### config.mk
export PLATFORM = sky130hd
export DESIGN_NAME = irrigation_sequencer
export DESIGN_NICKNAME = d
export VERILOG_FILES = /design/src/rtl/irrigation_sequencer.sv
export SDC_FILE = /design/constraint.sdc
export NUM_CORES = 1
export LEC_CHECK = 0
export ABC_CLOCK_PERIOD_IN_PS = 3000
export CAP_MARGIN = 20
export CORE_UTILIZATION = 35
export DETAILED_ROUTE_END_ITERATION = 12
export PLACE_DENSITY = 0.7
export SLEW_MARGIN = 20
export SYNTH_ARGS = -nofsm -noshare
export SYNTH_HDL_FRONTEND = slang
export SYNTH_SLANG_ARGS = --single-unit
### constraint.sdc
create_clock -name clk -period 3 [get_ports clk]
set_input_delay 0.6 -clock clk [delete_from_list [all_inputs] [get_ports clk]]
set_output_delay 0.6 -clock clk [all_outputs]
set_load 0.005 [all_outputs]
### src/rtl/irrigation_sequencer.sv
// irrigation_sequencer
//   Two-zone watering sequencer. A start pulse opens zone A for its preset
//   time, waits GAP_TICKS ticks of dead time, opens zone B for its preset
//   time, then emits a one-cycle done pulse. The countdown is kept directly
//   in BCD (mm:ss) so the digits can feed a display mux without conversion.
//
// Ports
//   clk          system clock, rising-edge active
//   reset        asynchronous, active-high reset
//   tick         one-cycle 1 Hz strobe
//   start        one-cycle pulse, begins a cycle from IDLE
//   stop         one-cycle pulse, aborts to IDLE (no done pulse)
//   pause        one-cycle pulse, toggles pause in RUN_A/RUN_B/GAP
//   moisture_ok  level, ends the running zone early
//   dur_a, dur_b BCD presets {DM,UM,DS,US}
//   valve_a/b    registered valve drives
//   busy         high whenever not IDLE
//   done         one-cycle completion pulse
//   state        current FSM encoding
//   us/ds/um/dm  BCD countdown digits
module irrigation_sequencer #(
  parameter int GAP_TICKS = 2
) (
  input  logic        clk,
  input  logic        reset,
  input  logic        tick,
  input  logic        start,
  input  logic        stop,
  input  logic        pause,
  input  logic        moisture_ok,
  input  logic [15:0] dur_a,
  input  logic [15:0] dur_b,
  output logic        valve_a,
  output logic        valve_b,
  output logic        busy,
  output logic        done,
  output logic [2:0]  state,
  output logic [3:0]  us,
  output logic [3:0]  ds,
  output logic [3:0]  um,
  output logic [3:0]  dm
);

  typedef enum logic [2:0] {
    IDLE   = 3'd0,
    LOAD_A = 3'd1,
    RUN_A  = 3'd2,
    GAP    = 3'd3,
    LOAD_B = 3'd4,
    RUN_B  = 3'd5,
    PAUSE  = 3'd6,
    DONE   = 3'd7
  } state_t;

  state_t      st_reg, st_next;
  state_t      saved_reg, saved_next;
  logic [15:0] cnt_reg, cnt_next;   // {dm, um, ds, us}
  logic [3:0]  gap_reg, gap_next;

  function automatic logic [3:0] clamp_digit(input logic [3:0] d, input logic [3:0] max);
    return (d > max) ? max : d;
  endfunction

  // Tens digits saturate at 5, units digits at 9, giving at most 59:59.
  function automatic logic [15:0] clamp_preset(input logic [15:0] p);
    return {clamp_digit(p[15:12], 4'd5), clamp_digit(p[11:8], 4'd9),
            clamp_digit(p[7:4], 4'd5), clamp_digit(p[3:0], 4'd9)};
  endfunction

  // mm:ss BCD decrement; only called with a non-zero count.
  function automatic logic [15:0] bcd_dec(input logic [15:0] c);
    logic [3:0] d0, d1, d2, d3;
    {d3, d2, d1, d0} = c;
    if (d0 != 4'd0) d0 = d0 - 4'd1;
    else begin
      d0 = 4'd9;
      if (d1 != 4'd0) d1 = d1 - 4'd1;
      else begin
        d1 = 4'd5;
        if (d2 != 4'd0) d2 = d2 - 4'd1;
        else begin
          d2 = 4'd9;
          d3 = d3 - 4'd1;
        end
      end
    end
    return {d3, d2, d1, d0};
  endfunction

  // Input priority is stop > pause > moisture_ok > tick.
  always_comb begin
    st_next    = st_reg;
    cnt_next   = cnt_reg;
    gap_next   = gap_reg;
    saved_next = saved_reg;
    if (stop && st_reg != IDLE) begin
      st_next    = IDLE;
      cnt_next   = 16'h0000;
      gap_next   = 4'd0;
      saved_next = IDLE;
    end else begin
      case (st_reg)
        IDLE:   if (start) st_next = LOAD_A;
        LOAD_A: begin
          cnt_next = clamp_preset(dur_a);
          st_next  = RUN_A;
        end
        RUN_A, RUN_B: begin
          if (pause) begin
            saved_next = st_reg;
            st_next    = PAUSE;
          end else if (cnt_reg == 16'h0000 || moisture_ok) begin
            // Exit does not wait for a tick; a wet-soil exit also clears the count.
            cnt_next = 16'h0000;
            gap_next = 4'd0;
            st_next  = (st_reg == RUN_A) ? GAP : DONE;
          end else if (tick) begin
            cnt_next = bcd_dec(cnt_reg);
          end
        end
        GAP: begin
          if (pause) begin
            saved_next = st_reg;
            st_next    = PAUSE;
          end else if (gap_reg == 4'(GAP_TICKS)) begin
            st_next = LOAD_B;
          end else if (tick) begin
            gap_next = gap_reg + 4'd1;
          end
        end
        LOAD_B: begin
          cnt_next = clamp_preset(dur_b);
          st_next  = RUN_B;
        end
        PAUSE:  if (pause) st_next = saved_reg;
        DONE:   st_next = IDLE;
        default: st_next = IDLE;
      endcase
    end
  end

  // Outputs are registered from the state being entered so they line up with state.
  always_ff @(posedge clk or posedge reset) begin
    if (reset) begin
      st_reg    <= IDLE;
      saved_reg <= IDLE;
      cnt_reg   <= 16'h0000;
      gap_reg   <= 4'd0;
      valve_a   <= 1'b0;
      valve_b   <= 1'b0;
      busy      <= 1'b0;
      done      <= 1'b0;
    end else begin
      st_reg    <= st_next;
      saved_reg <= saved_next;
      cnt_reg   <= cnt_next;
      gap_reg   <= gap_next;
      valve_a   <= (st_next == RUN_A);
      valve_b   <= (st_next == RUN_B);
      busy      <= (st_next != IDLE);
      done      <= (st_next == DONE);
    end
  end

  assign state = st_reg;
  assign dm    = cnt_reg[15:12];
  assign um    = cnt_reg[11:8];
  assign ds    = cnt_reg[7:4];
  assign us    = cnt_reg[3:0];

endmodule

==> impl_results.md, run 1 <==
* Psw at around 0.98 mW
* P_int at 1.55 mW
* Measured slew at the worst slew-check pin at between 0.7 and 0.8 ns
* Drt total wl at 6980 um
* Commonest register cell after synthesis: dfrtp_1
* Max-slew headroom at 0.523
* GR Util All Layers at 0.204
* Seq pwr share at 0.280
* Row cnt at 30
* Worst path required time at about 3.2 ns
* # Post-CTS Setup Buffers at 0
* Iter 0 DRT Violations at 189
* Design area at between 3000 and 4000 sq um
* Worst Path Arrival at around 2.6 ns
* Post-synth EDFFs at 0
* CTS clk-pin slew, worst paths at about 0.07 ns
* Avg Inst Size Synth at 8.47 sq um
* Syn. warnings at 0
* Power share of the combinational group at 0.513
* Final Hold Viols at 0
* CTS tree: built
* # IOs at a little over 60
* Worst path bufs/invs at 1
* Ys async rst share at 1.00
* Critical path, cell by cell: inv_1 -> ha_1 -> nor3b_2 -> nand4_4 -> a32oi_1 -> o21ai_0 -> a22o_1
* Synth top area share at 0.309
* Unrepaired setup endpoints after global routing: no
* Max reg flops at 16
* Synth top area cells: dfrtp_1 31%, o21ai_0 4.9%, a21oi_1 4.1%
* DRC violations left at 0
* Syn Nets at 333
* Clk root buf: clkbuf_8
* Clk buf depth at 2
* Slowest stage delay, CP at 0.50 ns
* Max VDD drop at roughly 330 uV
* Placed cell area at approximately 3200 sq um
* Count leader, synth: dfrtp_1
* Type of the most critical hold path: flip-flop to flip-flop
* ANT nets after route at 0
* N_diodes at 0
* Final setup viols at 0
* Antenna violations before repair at 0
* Max H-tree Level at 2
* Vias per Instance at slightly below 6
* Mapped Area at about 2400 sq um
* Critical Path Sink Type: flip-flop
* Largest net degree at the start of global routing at 31
* Static leakage at 1.34 nW
* Worst-Skew Late Latency at 0.29 ns
* Sw frac at 0.386
* Pwr Density at ~770 nW/um^2
* First-pass GRT wire length at 11900 um
* Slowest CP cell: a32oi_1
* CP max FO at 6
* CTS buffer count at 5
* Post_cts resized at 0
* TritonRoute pass-1 iters at 4
* Num Clock Sinks at 30
* Outcome: completed
* Die footprint at approximately 7300 sq um
* Crit path launch type: flip-flop
* Commonest cells post-synth: 30 x dfrtp_1, 24 x o21ai_0, 20 x a21oi_1, 20 x inv_1, 19 x nor2_1
* Port Buffers at 61
* Kind of critical path: flip-flop to flip-flop
* Synthesis-to-finish area growth at 35.6%
* Vias after detailed routing at 2541
* Final Cycle Share at 0.821
* Vias in the first global route at roughly 2400
* Max-cap viol count at 0
* Clock power frac at 0.207
* Seq cells post-synth at 30
* R2R Setup Slk at 0.54 ns
* Final Critical Period at around 2.5 ns
* Max Clk Rate at 406 MHz
* Slew Viols, Final at 0
* RePlAce Congestion at 0.856
* Nets at 399
* Setup_tns at 0 ns
* Clk_skew at 0.00554 ns
* Family with the most delay on the worst path: compound AO/OA/AOI/OAI gates
* Chip Width at 85.3 um
* Layout Utilization at 0.488
* Remaining global-route overflow at 0
* Sequential element share of the synthesized area at 0.309
* Hpwl dp at 5370 um
* Share of cells above drive strength 1 at 0.0989
* Die H at about 85 um
* Starting Density at 0.360
* Core area at ~6800 sq um
* Cells after Synth at between 200 and 300
* Number of hold buffers added after CTS at 0
* Distinct cells, synth at 63
* Avg WL per Cell at 16.1 um
* Leading area contributor after synthesis: dfrtp_1
==> power groups by stage <==
stage	clock network (mW)	registers (mW)	logic [mW]
after floorplan	0	0.677	0.817
after global placement	0	0.713	1.26
after detailed placement	0	0.712	1.29
after CTS	0.525	0.707	1.30
after global routing	0.549	0.735	1.44
final	0.523	0.708	1.30
==> kinds of logic (layout without fill, tap and decap cells) <==
group                    Yosys count  after routing  share of synthesized area
AO/OA/AOI/OAI                    105            105                      0.295
buffers and inverters             32             99                     0.0566
adder cells (fa/ha/maj)            7              7                     0.0360
flip-flops                        30             30                      0.309
AND/OR/NAND/NOR                  104            104                      0.264
multiplexers                       9              9                     0.0401
==> worst register-to-register path: stages, from the launching register on <==
cell and delay (ns):
dfrtp_1 0.42, inv_1 0.10, ha_1 0.22, nor3b_2 0.46
nand4_4 0.21, a32oi_1 0.50, o21ai_0 0.19, a22o_1 0.26
==> layout by cell type, fill, tap and decap left out, types with 4 or more instances in the layout <==
cell             netlist  routed
nand2_1               17      17
nor2_1                19      19
nor2b_1                8       8
nor4b_1                4       4
a21o_1                 4       4
o31ai_1                5       5
nand4_1                4       4
a21oi_1               20      20
a211oi_1               5       5
o41ai_1                4       4
clkdlybuf4s50_1        0      61
nand2b_1               7       7
o21ai_0               24      24
ha_1                   7       7
mux2_2                 6       6
a31oi_1                4       4
nor3_1                 9       9
dfrtp_1               30      30
nand3_1                5       5
o22ai_1                4       4
clkbuf_8               0       6
inv_1                 20      20
buf_4                  1      10
==> stage by stage <==
| step | hold WS (ns) | total power [mW] | worst slack, ns | cells |
|---|---|---|---|---|
| after global routing | 0.568 | 2.72 | 0.331 | 434 |
| final | 0.528 | 2.53 | 0.536 | 434 |
| after floorplan | 0.474 | 1.49 | 0.786 | 287 |
| after detailed placement | 0.516 | 2.00 | 0.246 | 426 |
| after CTS | 0.533 | 2.53 | 0.556 | 434 |
| after global placement | 0.501 | 1.97 | 0.330 | 426 |
==> worst paths after layout <==
path	from	cells after the start	endpoint
min	saved_reg[1]$_DFFE_PP0P_	2	saved_reg[1]$_DFFE_PP0P_
min reg2reg	saved_reg[1]$_DFFE_PP0P_	2	saved_reg[1]$_DFFE_PP0P_
min in group asynchronous	reset	3	busy$_DFF_PP0_
max reg2reg	cnt_reg[8]$_DFFE_PP0P_	7	gap_reg[2]$_DFFE_PP0P_
max in group asynchronous	reset	3	cnt_reg[2]$_DFFE_PP0P_
max	cnt_reg[8]$_DFFE_PP0P_	7	gap_reg[2]$_DFFE_PP0P_
==> layout make-up <==
type                       count  area [sq um]
multi-input combinational    225          1540
fill                         655          3460
tap                           80           100
sequential                    30           751
clock inverter                 2          60.1
inverter                      20          75.1
timing repair buffer          71           686
clock buffer                   6          82.6
==> metal layers <==
metal / track usage / wire length (um) / share of wire
met1: 0.282 / 3200 / 0.46
met2: 0.331 / 3310 / 0.47
met3: 0.0477 / 429 / 0.061
met4: 0.0364 / 39 / 0.0056
met5: 0 / 0 / 0
Note: power is estimated with default switching activity, not from simulation.
==> run 2, diff against run 1 <==
ABC_CLOCK_PERIOD_IN_PS = 2000   (was 3000)
PLACE_DENSITY = 0.73   (was 0.7)
clock period = 2 ns   (was 3 ns; I/O delays follow)
==> run 2 against run 1 <==
  * The flow now finishes with violations (negative setup slack)
  * Global-route usage up 3.7 points
  * Worst setup slack worse by 0.63 ns
  * Worst hold slack worse by 0.013 ns
  * Power grew 91%
  * Register-to-register slack got worse by 0.63 ns
  * Via count increased by 22%
  * Sequential power increased by 39%
  * Utilization increased by 15 points
  * Flip-flop and latch count unchanged
==> impl_results.md, run 2 (synthesis gave the netlist of run 1 again) <==
* Worst path required time at 2.17 ns (-1.01 ns)
* GR Util All Layers at 0.242 (+0.0374)
* Clk root buf: clkbuf_8
* ANT nets after route at 0 (unchanged)
* Clk buf depth at 2 (unchanged)
* Vias after detailed routing at 3108 (+22%)
* Setup ws final at -0.0926 ns (-0.629 ns)
* Slowest stage delay, CP at 0.40 ns (-0.10 ns)
* Placed Cells at 511 (+20%)
* Family with the most delay on the worst path: simple AND/OR/NAND/NOR gates
* # IOs at 62 (unchanged)
* Max H-tree Level at 2 (unchanged)
* Vias in the first global route at 2956 (+21%)
* CTS buffer count at 5 (unchanged)
* Max reg flops at 16 (unchanged)
* Static leakage at 1.85 nW (+39%)
* Synthesis-to-finish area growth at 76.5%
* Die H at 85.3 um (unchanged)
* Max Clk Rate at 478 MHz (+18%)
* Slowest CP cell: dfrtp_1
* Max-cap viol count at 0 (unchanged)
* Row cnt at 30 (unchanged)
* DRC violations left at 0 (unchanged)
* Commonest non-fill, non-tap cell in the layout: buf_4
* Iter 0 DRT Violations at 184 (-2.6%)
* Remaining global-route overflow at 0 (unchanged)
* Measured slew at the worst slew-check pin at 0.542 ns (-0.172 ns)
* Setup_tns at -0.347 ns (-0.347 ns)
* Filler instances at 538 (-18%)
* Beginning of the critical path: cnt_reg[1]$_DFFE_PP0P_
* Tot Pwr at 4.84 mW (+91%)
* Die footprint at 7280 sq um (unchanged)
* Design area at 4290 sq um (+30%)
* Type of the most critical hold path: input pin to async pin
* RePlAce Congestion at 0.915 (+6.9%)
* Vias per Instance at 5.84 (-0.22%)
* Largest net degree at the start of global routing at 31 (unchanged)
* Worst Path Arrival at 2.26 ns (-0.38 ns)
* Final std cells w/o fill at 532 (+23%)
* Final Hold Viols at 0 (unchanged)
* Antenna violations before repair at 0 (unchanged)
* Outcome: finished, violations left
* Share of cells above drive strength 1 at 0.398 (+0.299)
* Final Cycle Share at 1.05 (+0.225)
* Placed cell area at 3830 sq um (+21%)
* Crit path launch type: flip-flop
* Max VDD drop at 461 uV (+38%)
* Avg WL per Cell at 17.5 um (+9.0%)
* Chip Width at 85.3 um (unchanged)
* Met1 Usage GRT at 0.297 (+0.0151)
* R2r startpoint: cnt_reg[1]$_DFFE_PP0P_
* Num Clock Sinks at 30 (unchanged)
* TritonRoute pass-1 iters at 5 (+1)
* Met2 usage at 0.416 (+0.0858)
* Most frequent cells in the layout: 105 x buf_4, 60 x clkdlybuf4s50_1, 27 x dfrtp_1
* Slew Viols, Final at 0 (unchanged)
* CTS clk-pin slew, worst paths at 0.06 ns (about the same)
* First-pass GRT wire length at 13900 um (+17%)
* Failing checks: negative setup slack
* Worst path bufs/invs at 1 (unchanged)
* Critical Path Sink Type: flip-flop
* Core area at 6760 sq um (unchanged)
* Nets at 499 (+25%)
* CP max FO at 6 (unchanged)
* Pre-CTS setup slack at -0.427 ns (-0.673 ns)
* N_diodes at 0 (unchanged)
* Worst-Skew Late Latency at 0.28 ns (about the same)
* Final setup viols at 10 (+10)
* CTS tree: built
* Hpwl dp at 6630 um (+23%)
* Critical path, cell by cell: inv_2 -> ha_4 -> nor3b_4 -> nand4_4 -> and4b_4 -> or3_4 -> a32o_1
* WHS at 0.515 ns (-0.0131 ns)
* Clk_skew at 0.00286 ns (-0.00267 ns)
* Unrepaired setup endpoints after global routing: yes
* Max-slew headroom at 0.629 (+0.106)
* Kind of critical path: flip-flop to flip-flop
* Drt total wl at 9330 um (+34%)
* Gr busiest metal: met2
* Layout Utilization at 0.635 (+0.147)
* Final Critical Period at 2.09 ns (-0.371 ns)
* Starting Density at 0.360 (unchanged)
* Port Buffers at 61 (unchanged)
* M3 GR Usage at 0.0496 (+0.00195)
* Pwr Density at 1130 nW/um^2 (+47%)
-- run 2: worst min-delay path: cells and delay by family --
family,cells,cell delay [ns]
buf+inv,3,0.83
-- run 2: final cells by class --
class,count,area [sq um],share of cell area
clock buffers,6,82.6,0.0192
multi-input cells,225,1820,0.425
repair buffers,171,1450,0.339
inverters,20,75.1,0.0175
well taps,80,100,0.0233
flip-flops and latches,30,754,0.176
-- run 2: where the power goes --
group          switching (mW)  leakage (nW)  total, mW  internal, mW
clock                   0.232        0.0431      0.497         0.265
sequential              0.178         0.387      0.986         0.808
combinational            1.49          1.42       3.36          1.87
-- run 2: path summary, 6_finish.rpt --
path                                            endpoint  slack (ns)  cells after the start
worst max-delay path              cnt_reg[5]$_DFFE_PP0P_       -0.09                      7
worst min-delay path             cnt_reg[11]$_DFFE_PP0P_        0.52                      3
worst max register to register    cnt_reg[5]$_DFFE_PP0P_       -0.09                      7
worst min register to register  saved_reg[1]$_DFFE_PP0P_        0.54                      2
max in group asynchronous             state[0]$_DFF_PP0_        1.16                      3
min in group clk                saved_reg[1]$_DFFE_PP0P_        0.54                      2
-- run 2: timing repair --
action,CTS,global route
gates cloned,0,0
resized for setup,26,44
pin swaps,3,19
hold buffers,0,0
setup endpoints to repair,22,23
setup buffers,3,13
-- run 2: layer usage --
metal	share of wire	vias to the layer above	routed length [um]
met5	0	-	0
met3	0.054	39	505
met1	0.41	1492	3850
met2	0.50	155	4620
li1	-	1422	-
met4	0.037	0	344
==> run 3, diff against run 2 <==
CAP_MARGIN = 25   (was 20)
DONT_BUFFER_PORTS = 1   (was unset)
PLACE_DENSITY = 0.61   (was 0.73)
==> run 3 against run 2 <==
  * The run still ends with negative setup slack left
  * Utilization shrank 7.1 points
  * Maximum frequency grew 1.2%
  * Combinational power shrank 5%
  * Largest power group unchanged
==> impl_results.md, run 3 (synthesis gave the netlist of run 1 again) <==
* CTS buffer count at 5 (unchanged)
* Outcome: finished, violations left
* Worst-Skew Late Latency at 0.29 ns (about the same)
* Failing checks: negative setup slack
* Core area at 6760 sq um (unchanged)
* Unrepaired setup endpoints after global routing: yes
* Final Hold Viols at 0 (unchanged)
* Max reg flops at 16 (unchanged)
* Final setup viols at 8 (-2)
* GR Util All Layers at 0.243 (+0.00176)
* Starting Density at 0.360 (unchanged)
* Avg WL per Cell at 19.3 um (+10%)
* CTS tree: built
* Max H-tree Level at 2 (unchanged)
* Row cnt at 30 (unchanged)
* Worst Path Arrival at 2.25 ns (about the same)
* Hpwl dp at 6270 um (-5.4%)
* Clk buf depth at 2 (unchanged)
* N_diodes at 0 (unchanged)
* Remaining global-route overflow at 0 (unchanged)
* Slew Viols, Final at 0 (unchanged)
* Vias after detailed routing at 2824 (-9.1%)
* # IOs at 62 (unchanged)
* CTS clk-pin slew, worst paths at 0.08 ns (+0.02 ns)
* Max-cap viol count at 0 (unchanged)
* Die footprint at 7280 sq um (unchanged)
* Layout Utilization at 0.564 (-0.0713)
* Share of cells above drive strength 1 at 0.492 (+0.0942)
* R2R Setup Slk at -0.07 ns (+0.02 ns)
* Placed cell area at 3150 sq um (-18%)
* R2R Path End: cnt_reg[5]$_DFFE_PP0P_
* ANT nets after route at 0 (unchanged)
* Design area at 3810 sq um (-11%)
* Commonest non-fill, non-tap cell in the layout: buf_4
* Max Clk Rate at 484 MHz (+1.2%)
* Max-slew headroom at 0.688 (+0.0586)
* Port Buffers at 0 (-100%)
* Filler instances at 607 (+13%)
* Measured slew at the worst slew-check pin at 0.464 ns (-0.0782 ns)
* Antenna violations before repair at 0 (unchanged)
* Most frequent cells in the layout: 106 x buf_4, 27 x dfrtp_1, 18 x nor2_1
* Vias in the first global route at 2899 (-1.9%)
* Register-to-Register Path Depth at 7 (unchanged)
* Pwr Density at 1260 nW/um^2 (+12%)
* Nets at 441 (-12%)
* Critical Path Sink Type: flip-flop
* Synthesis-to-finish area growth at 56.7%
* Clk_skew at 0.00544 ns (+0.00258 ns)
* Kind of critical path: flip-flop to flip-flop
* RePlAce Congestion at 0.912 (-0.43%)
* Setup_tns at -0.313 ns (+0.0337 ns)
* Die H at 85.3 um (unchanged)
* Crit path launch type: flip-flop
* TritonRoute pass-1 iters at 4 (-1)
* DRC violations left at 0 (unchanged)
* Final Cycle Share at 1.03 (-0.0122)
* Largest net degree at the start of global routing at 31 (unchanged)
* Static leakage at 1.65 nW (-11%)
* Num Clock Sinks at 30 (unchanged)
* Max VDD drop at 457 uV (-0.88%)
* Setup ws final at -0.0682 ns (+0.0244 ns)
* Vias per Instance at 5.93 (+1.6%)
* R2r startpoint: cnt_reg[9]$_DFFE_PP0P_
* Chip Width at 85.3 um (unchanged)
* Final Critical Period at 2.07 ns (-0.0244 ns)
* Pre-CTS setup slack at -0.182 ns (+0.246 ns)
* First-pass GRT wire length at 14000 um (+0.40%)
* Clk root buf: clkbuf_8
* Type of the most critical hold path: input pin to async pin
* Drt total wl at 9180 um (-1.6%)
* Area of the multi-input gates at 1890 sq um (+3.4%)
* Number of hold buffers added after CTS at 0 (unchanged)
* Iter 0 DRT Violations at 128 (-30%)
* CP max FO at 6 (unchanged)
* Worst path required time at 2.19 ns (+0.02 ns)
* FF+latch area at 754 sq um (unchanged)
## run 3: changes by cell type in the layout (fill, tap and decap cells not counted), sizes merged
cell           previous run  this run
buf                     110       113
bufinv                    0         1
clkbuf                    6         5
clkdlybuf4s50            60         0
clkinvlp                  0         2
dlygate4sd2               1         0
## run 3: routing by layer
layer  up-vias  track usage  wire length, um
met2       110        0.422             4580
met5         -            0                0
met3        35       0.0554              612
met4         0        0.106              359
li1       1319            -                -
met1      1360        0.289             3620
## run 3: how the worst max path moves through the flow
stage	start	end	depth (start not counted)	slack, ns
after floorplan	cnt_reg[8]$_DFFE_PP0P_	cnt_reg[4]$_DFFE_PP0P_	8	-0.10
after global placement	state[2]$_DFF_PP0_	cnt_reg[4]$_DFFE_PP0P_	4	-0.15
after detailed placement	state[2]$_DFF_PP0_	cnt_reg[4]$_DFFE_PP0P_	4	-0.18
after CTS	cnt_reg[8]$_DFFE_PP0P_	cnt_reg[1]$_DFFE_PP0P_	7	-0.02
after global routing	cnt_reg[4]$_DFFE_PP0P_	cnt_reg[3]$_DFFE_PP0P_	9	-0.12
final	cnt_reg[9]$_DFFE_PP0P_	cnt_reg[5]$_DFFE_PP0P_	7	-0.07
## run 3: through the flow
step                cells  total power, mW  hold WS (ns)
floorplan             287             2.31         0.474
global placement      441             3.39         0.399
detailed placement    441             3.44         0.402
CTS                   466             4.36        0.0838
global route          476             5.09         0.112
finish                476             4.80        0.0818
## run 3: what timing repair did
action	in CTS	in global routing
buffers inserted	18	12
endpoints found under the setup margin	20	24
pin swaps	10	11
hold endpoints to repair	0	0
gates resized for setup	43	45
## run 3: final cells by class
| class | count | share of cell area |
|---|---|---|
| clock buffer | 5 | 0.0181 |
| clock inverter | 3 | 0.0118 |
| inverter | 20 | 0.0197 |
| multi-input combinational | 225 | 0.495 |
| sequential | 30 | 0.198 |
| tap | 80 | 0.0263 |
| timing repair buffer | 113 | 0.231 |
## run 3: power breakdown
group	leakage [nW]	switching [mW]	internal, mW
Combinational	1.22	1.49	1.69
Sequential	0.387	0.168	0.807
Clock	0.0504	0.280	0.371
Total	1.65	1.94	2.86
## run 3: worst max-delay path: stages, from the launching register on
cell and delay (ns):
dfrtp_1 0.39, inv_2 0.10, ha_4 0.14, nor3b_4 0.29, nand4_4 0.16, and4b_4 0.26, or3_4 0.40, a32o_1 0.22
